[config.mk]
export PLATFORM = sky130hd
export DESIGN_NAME = cache_controller
export DESIGN_NICKNAME = d
export VERILOG_FILES = /design/src/rtl/cache_pkg.sv /design/src/rtl/sat_counter.sv /design/src/rtl/cache_controller.sv
export SDC_FILE = /design/constraint.sdc
export NUM_CORES = 1
export LEC_CHECK = 0
export BUFFER_PORTS_ARGS = -buffer_cell sky130_fd_sc_hd__buf_2
export CORE_AREA = 2 2 87 89
export DETAILED_ROUTE_END_ITERATION = 7
export DIE_AREA = 0 0 89 91
export PLACE_DENSITY = 0.84
export SLEW_MARGIN = 5
export SYNTH_ARGS = -nofsm -noshare
export SYNTH_HDL_FRONTEND = slang
export SYNTH_SLANG_ARGS = --single-unit
[constraint.sdc]
create_clock -name clk -period 2.65 [get_ports clk]
set_input_delay 0.265 -clock clk [delete_from_list [all_inputs] [get_ports clk]]
set_output_delay 0.265 -clock clk [all_outputs]
set_load 0.1 [all_outputs]
[src/rtl/cache_pkg.sv]
// Shared types for the cache controller: FSM states and the latched CPU operation.
package cache_pkg;

    typedef enum logic [2:0] {
        IDLE,
        COMPARE,
        WB_REQ,
        WB_WAIT,
        FILL_REQ,
        FILL_WAIT,
        INSTALL
    } cache_state_t;

    typedef enum logic {
        OP_READ  = 1'b0,
        OP_WRITE = 1'b1
    } cache_op_t;

endpackage

[src/rtl/sat_counter.sv]
// Event counter that sticks at all-ones instead of wrapping.
module sat_counter #(
    parameter int WIDTH = 32
) (
    input  logic             clk,
    input  logic             reset,
    input  logic             inc,
    output logic [WIDTH-1:0] count
);

    always_ff @(posedge clk) begin
        if (reset) begin
            count <= '0;
        end else if (inc && (count != {WIDTH{1'b1}})) begin
            count <= count + {{(WIDTH-1){1'b0}}, 1'b1};
        end
    end

endmodule

[src/rtl/cache_controller.sv]
// Blocking cache controller: hit/miss decision, optional writeback, line fill and replay,
// plus saturating hit/miss performance counters.
module cache_controller
    import cache_pkg::*;
#(
    parameter int READ_ONLY = 0,
    parameter int CNT_WIDTH = 32
) (
    input  logic                 clk,
    input  logic                 reset,
    input  logic                 req_valid,
    input  logic                 req_op,
    output logic                 req_ready,
    output logic                 resp_valid,
    input  logic                 valid_block_match,
    input  logic                 valid_dirty_bit,
    output logic                 miss_recovery_mode,
    output logic                 process_lru_counters,
    output logic                 clear_selected_valid_bit,
    output logic                 finish_new_line_install,
    output logic                 clear_selected_dirty_bit,
    output logic                 set_selected_dirty_bit,
    output logic                 mem_req_valid,
    output logic                 mem_req_we,
    output logic                 mem_addr_sel,
    input  logic                 mem_req_ready,
    input  logic                 mem_resp_valid,
    output logic                 data_fill_we,
    output logic                 data_store_we,
    output logic [CNT_WIDTH-1:0] hit_count,
    output logic [CNT_WIDTH-1:0] miss_count
);

    cache_state_t state;
    cache_op_t    op_q;
    logic         replay_q;
    logic         fill_first_q;
    logic         can_write;
    logic         hit_evt;
    logic         miss_evt;

    assign can_write = (READ_ONLY == 0);
    assign hit_evt   = !reset && (state == COMPARE) && valid_block_match && !replay_q;
    assign miss_evt  = !reset && (state == COMPARE) && !valid_block_match;

    // replay_q marks the COMPARE that follows INSTALL so its hit is not counted twice;
    // fill_first_q is high only on the entry cycle of FILL_REQ.
    always_ff @(posedge clk) begin
        if (reset) begin
            state        <= IDLE;
            op_q         <= OP_READ;
            replay_q     <= 1'b0;
            fill_first_q <= 1'b0;
        end else begin
            fill_first_q <= 1'b0;
            case (state)
                IDLE: begin
                    if (req_valid) begin
                        op_q     <= cache_op_t'(req_op);
                        replay_q <= 1'b0;
                        state    <= COMPARE;
                    end
                end
                COMPARE: begin
                    if (valid_block_match) begin
                        state <= IDLE;
                    end else if (valid_dirty_bit && can_write) begin
                        state <= WB_REQ;
                    end else begin
                        state        <= FILL_REQ;
                        fill_first_q <= 1'b1;
                    end
                end
                WB_REQ: begin
                    if (mem_req_ready) state <= WB_WAIT;
                end
                WB_WAIT: begin
                    if (mem_resp_valid) begin
                        state        <= FILL_REQ;
                        fill_first_q <= 1'b1;
                    end
                end
                FILL_REQ: begin
                    if (mem_req_ready) state <= FILL_WAIT;
                end
                FILL_WAIT: begin
                    if (mem_resp_valid) state <= INSTALL;
                end
                INSTALL: begin
                    state    <= COMPARE;
                    replay_q <= 1'b1;
                end
                default: state <= IDLE;
            endcase
        end
    end

    // Outputs react to the metadata and memory inputs in the same cycle; all of them are
    // suppressed while reset is high so an abandoned transaction emits nothing further.
    always_comb begin
        req_ready                = 1'b0;
        resp_valid               = 1'b0;
        miss_recovery_mode       = 1'b0;
        process_lru_counters     = 1'b0;
        clear_selected_valid_bit = 1'b0;
        finish_new_line_install  = 1'b0;
        clear_selected_dirty_bit = 1'b0;
        set_selected_dirty_bit   = 1'b0;
        mem_req_valid            = 1'b0;
        mem_req_we               = 1'b0;
        mem_addr_sel             = 1'b0;
        data_fill_we             = 1'b0;
        data_store_we            = 1'b0;
        if (!reset) begin
            case (state)
                IDLE: req_ready = 1'b1;
                COMPARE: begin
                    if (valid_block_match) begin
                        resp_valid           = 1'b1;
                        process_lru_counters = 1'b1;
                        if ((op_q == OP_WRITE) && can_write) begin
                            data_store_we          = 1'b1;
                            set_selected_dirty_bit = 1'b1;
                        end
                    end else begin
                        miss_recovery_mode = 1'b1;
                    end
                end
                WB_REQ: begin
                    miss_recovery_mode = 1'b1;
                    mem_req_valid      = 1'b1;
                    mem_req_we         = 1'b1;
                    mem_addr_sel       = 1'b1;
                end
                WB_WAIT: begin
                    miss_recovery_mode       = 1'b1;
                    clear_selected_dirty_bit = mem_resp_valid;
                end
                FILL_REQ: begin
                    miss_recovery_mode       = 1'b1;
                    mem_req_valid            = 1'b1;
                    clear_selected_valid_bit = fill_first_q;
                end
                FILL_WAIT: begin
                    miss_recovery_mode = 1'b1;
                    data_fill_we       = mem_resp_valid;
                end
                INSTALL: begin
                    miss_recovery_mode       = 1'b1;
                    finish_new_line_install  = 1'b1;
                    clear_selected_dirty_bit = 1'b1;
                end
                default: ;
            endcase
        end
    end

    sat_counter #(.WIDTH(CNT_WIDTH)) u_hit_counter (
        .clk   (clk),
        .reset (reset),
        .inc   (hit_evt),
        .count (hit_count)
    );

    sat_counter #(.WIDTH(CNT_WIDTH)) u_miss_counter (
        .clk   (clk),
        .reset (reset),
        .inc   (miss_evt),
        .count (miss_count)
    );

endmodule

== Yosys cells after proc, flatten, opt, wreduce, memory -nomap -nowiden ==
Cells that the tools add are included.

* Add/subtract/negate cells: 2
* Equal/unequal tests: 13
* Muxes and demuxes: 38
* Reductions and logical operators: 16

{| class="wikitable"
|+ Operators with widths
! operator !! number
|-
| adder 32 x 1 -> 32 bit (second input constant) || 2
|-
| inequality test 32 bit (second input constant) || 2
|-
| 2-to-1 mux 1 bit || 26
|-
| 2-to-1 mux 3 bit || 7
|-
| case mux 3 bit (7 select lines) || 1
|-
| inequality test 2 bit (second input constant) || 5
|-
| == test 3 bit (second input constant) || 3
|-
| case mux 1 bit (2 select lines) || 4
|-
| == test 3 x 2 -> 1 bit (second input constant) || 2
|-
| logical AND 1 bit || 6
|-
| AND reduction 5 bit || 1
|-
| OR reduction 5 bit || 1
|-
| AND reduction 2 bit || 2
|-
| == test 3 x 1 -> 1 bit (second input constant) || 1
|-
| zero test 1 bit || 3
|-
| zero test 3 bit || 1
|-
| nonzero test 2 bit || 1
|-
| OR reduction 2 bit || 1
|}

* Register bits after elaboration: 70

== Depth between registers and ports, before layout ==
* Depth in word-level cells: 5
* Depth in mapped cells: 8
* Mapped depth without buffers: 6

== Cells and area by module ==
From an unflattened synthesis, not the netlist that was laid out.

* Cell total of the unflattened synthesis: 455
* Area, all modules: 3829.9 sq um

{| class="wikitable"
|+ By module, submodules not included
! module !! times used !! cells an instance !! area an instance (sq um) !! seq. area each (sq um)
|-
| sat_counter (u_hit_counter) || 1 || 199 || 1674.1 || 640.6
|-
| sat_counter (u_miss_counter) || 1 || 195 || 1670.4 || 640.6
|-
| cache_controller || 1 || 61 || 485.5 || 120.1
|}

== Worst setup path after synthesis ==
OpenSTA, ideal clock, no wires.

* Path type: input port to output port
* Start: input reset
* End: output req_ready
* Arrival: 3.686 ns
* Data required time: 2.385 ns
* Slack: -1.301 ns
* Stages on the path: 4
* Path through: clkbuf_1 -> clkbuf_1 -> clkbuf_1 -> nor4_1

* Longest elaborated chain between the ends: 1

{| class="wikitable"
|+ RTL lines
! item !! line !! source
|-
| from (decl) || cache_controller.sv:10 || <nowiki>input logic reset,</nowiki>
|-
| 2-to-1 mux 1 bit || cache_controller.sv:114 || <nowiki>if (!reset) begin</nowiki>
|-
| to (decl) || cache_controller.sv:13 || <nowiki>output logic req_ready,</nowiki>
|}

No other way between the ends.

== Final worst setup path ==
* Start: register u_hit_counter.count[0]
* End: register u_hit_counter.count[16]

* Longest elaborated chain between the ends: 2
* Elaborated cells between the ends (all ways): 3
* Those cells by class: 1 x add/sub; 1 x eq/ne; 1 x reduce/logical

{| class="wikitable"
|+ RTL lines
! item !! line !! source
|-
| from (decl) || sat_counter.sv:8 || <nowiki>output logic [WIDTH-1:0] count</nowiki>
|-
| from (signal assigned) || sat_counter.sv:15 || <nowiki>count <= count + {{(WIDTH-1){1'b0}}, 1'b1};</nowiki>
|-
| branches (longest 2 deep; another with adder 32 x 1 -> 32 bit) || -- ||
|}

Parallel ways; which one is timed is not known.
A chain may end at the register's enable or synchronous reset.

==> results.md <==
* Chip height at approximately 90 um
* Power Total at around 2.8 mW
* Leakage at 1.76 nW
* Num Clock Sinks at 70
* #FFs+latches synth at 70
* DP HPWL at about 6800 um
* CP Data Arrival Time at between 2 and 3 ns
* CTS H-tree depth at 3
* Largest net degree at the start of global routing at 44
* Crit path time final at 2.36 ns
* Critical path's top delay family: simple AND/OR/NAND/NOR gates
* PwrDens at roughly 600 nW/um2
* Max-slew violations at 0
* Outcome: completed
* Gpl congestion at about 0.85
* Die Area at approximately 8100 um2
* Post-synth ARST share at 0%
* Most frequent cell after synthesis: dfxtp_1
* CP startpoint kind: register
* Core region area at about 7000 um2
* Synthesized area per cell at roughly 8.2 um2
* Worst slew margin at between 60% and 70%
* First-pass GRT wire length at between 15000 and 20000 um
* Worst ir drop on vdd at slightly below 0.0004 V
* Register area share after synthesis at 37.0%
* Post-CTS Resized at 0
* Routed via count at ~3900
* Layout cells sized above 1 at between 30% and 40%
* Vias/cell at around 6
* Worst-path cell chain: ha_1 -> nand3_1 -> or4_4 -> a211oi_4 -> nand3_1 -> mux2_1
* Post-Syn Area at 3780 um2
* Placed inst area at around 4400 um2
* Fin nets at 554
* Drt wl/cell at 14.8 um
* I/O Buffers at 84
* Clk root buf: clkbuf_8
* Critical Path Most Common Cell: nand3_1
* CTS tree: yes
* Clock Path Buffers at 2
* Die W at between 80 and 90 um
* Data required time of the worst path at ~2.9 ns
* CP Buf/Inv Count at 0
* Most frequent cells after synthesis: dfxtp_1 (70), nor2_1 (43), a21oi_1 (41), nand2_1 (31), nand3_1 (25)
* Clock Pin Slew Worst Setup and Hold Paths at roughly 0.080 ns
* Post-CTS Setup Inserts at 0
* Final instance area at 4630 um2
* Fin. Hold Viols at 0
* Gr ovfl total at 0
* Setup Skew at just under 0.009 ns
* CP Class: reg -> reg
* CP endpoint kind: register
* Final setup vio count at 0
* Clock latency at the later pin of the worst-skew pair at between 0.3 and 0.4 ns
* Num CTS Buffers at 9
* Rows at 31
* Period utilization at between 80% and 90%
* Ys flop type: dfxtp_1
* Worst Path Max Fanout at 10
* Hold buffers post-CTS at 0
* Area contributors post-synth: dfxtp_1 (37%), a21oi_1 (5.4%), nor2_1 (4.3%)
* Worst slew pin tran at slightly above 0.5 ns
* 1st-iter DRT viols at 204
* Layout area overhead at 22.3%
* # DRC at 0
* CP max stage cell: or4_4
* Yosys cell types at 54
* RSZ-0062 raised after global routing: no
* Post-synth EDFFs at 0
* Drt pass-1 iters at 4
* Fmax at 0.425 GHz
* Largest area contributor in the netlist: dfxtp_1
* Post-DRT Antenna Nets at 0
* # IOs at 85
* Post-Syn Nets at between 400 and 500
* Initial antenna violation count at 0
* DRT Wirelength at approximately 9600 um
* Hold Crit Class: in -> reg
* Post-synthesis instance total at ~460
* Synth top area share at a little under two fifths
* Total track usage at 24.7%
* Critical Path Max Stage Delay at approximately 0.52 ns
* Max_cap viols at 0
* Vias in the first global route at between 3000 and 4000
* Antenna cells at 0
* Warnings from Yosys at 0
* Initial Utilization at between 50% and 60%
## path summary, 6_finish.rpt
check / from / endpoint / cells past startpoint / slack, ns
setup / recovery: u_hit_counter.count[0] / u_hit_counter.count[16] / 6 / 0.29
hold / removal: req_op / op_q / 3 / 0.14
setup reg to reg: u_hit_counter.count[0] / u_hit_counter.count[16] / 6 / 0.29
hold reg to reg: u_miss_counter.count[16] / u_miss_counter.count[16] / 2 / 0.49
## routing by layer
| layer | GRT usage [%] | up-vias | wire (um) |
|---|---|---|---|
| met1 | 32.0 | 1847 | 4180 |
| met5 | 0 | - | 0 |
| met2 | 39.7 | 156 | 4550 |
| met3 | 5.09 | 20 | 612 |
| li1 | - | 1913 | - |
| met4 | 10.1 | 0 | 229 |
## through the flow
step | utilization [%] | setup WS, ns | instances | hold WS [ns] | TNS (ns)
2_1_floorplan | - | -0.132 | 464 | 0.409 | -0.132
4_1_cts | 64.8 | 0.307 | 648 | 0.137 | 0
3_5_place_dp | 61.2 | 0.337 | 632 | 0.474 | 0
6_report | 64.8 | 0.295 | 648 | 0.141 | 0
5_1_grt | 64.8 | 0.105 | 648 | 0.182 | 0
3_3_place_gp | 61.2 | 0.409 | 632 | 0.467 | 0
## placed cells by master, fill, tap and decap left out, types with 3 or more instances in the layout
cell type   n
a211oi_1    3
a21oi_1    41
a31o_2      4
a31oi_1     4
and3_1     10
and4_1      3
buf_2      84
buf_4      14
bufinv_16   3
clkbuf_8   11
dfxtp_1    32
dfxtp_2    38
inv_1      15
mux2_2      9
mux2i_1     3
nand2_1    31
nand2b_1    3
nand3_1    25
nand4_1    19
nor2_1     42
nor2b_1    12
nor3_1      7
nor4_1     10
nor4_2      3
nor4b_1     3
o21ai_0    17
o31ai_1    19
o41ai_1     4
or3_1      15
or4_1      19
or4b_1      3
xnor2_1     7
xor2_1      3
## sequential cells by signal (all words and copies together), names as in the netlist
signal,count
fill_first_q,1
u_hit_counter.count,32
state,3
u_miss_counter.count,32
replay_q,1
op_q,1
## worst min-delay path: stages
cell,delay [ns]
buf_2,0.07
mux2i_1,0.05
nor2_1,0.07
## cells by family after synthesis
group | Yosys count | share of synthesized area, %
AOI/OAI and AO/OA | 104 | 17.6
adders and majority gates | 2 | 0.661
and+or+nand+nor | 220 | 33.2
DFF | 70 | 37.0
muxes | 14 | 4.07
buffers and inverters | 44 | 5.13
xor gates and xnor gates | 10 | 2.31
## where the power goes
| part | leakage (nW) | internal [mW] | switching (mW) |
|---|---|---|---|
| Combinational | 1.05 | 0.147 | 0.444 |
| Clock | 0.122 | 0.676 | 0.421 |
| Sequential | 0.584 | 1.08 | 0.0222 |
| Total | 1.76 | 1.90 | 0.887 |
## final cells by class
class                      instances  area [um2]
inverter                          15        56.3
timing repair buffer              98         526
tap                               99         124
sequential                        70        1450
multi-input combinational        350        2210
fill                             623        2510
clock buffer                      11         151
clock inverter                     5         105
Note: power is estimated with default switching activity, not from simulation.
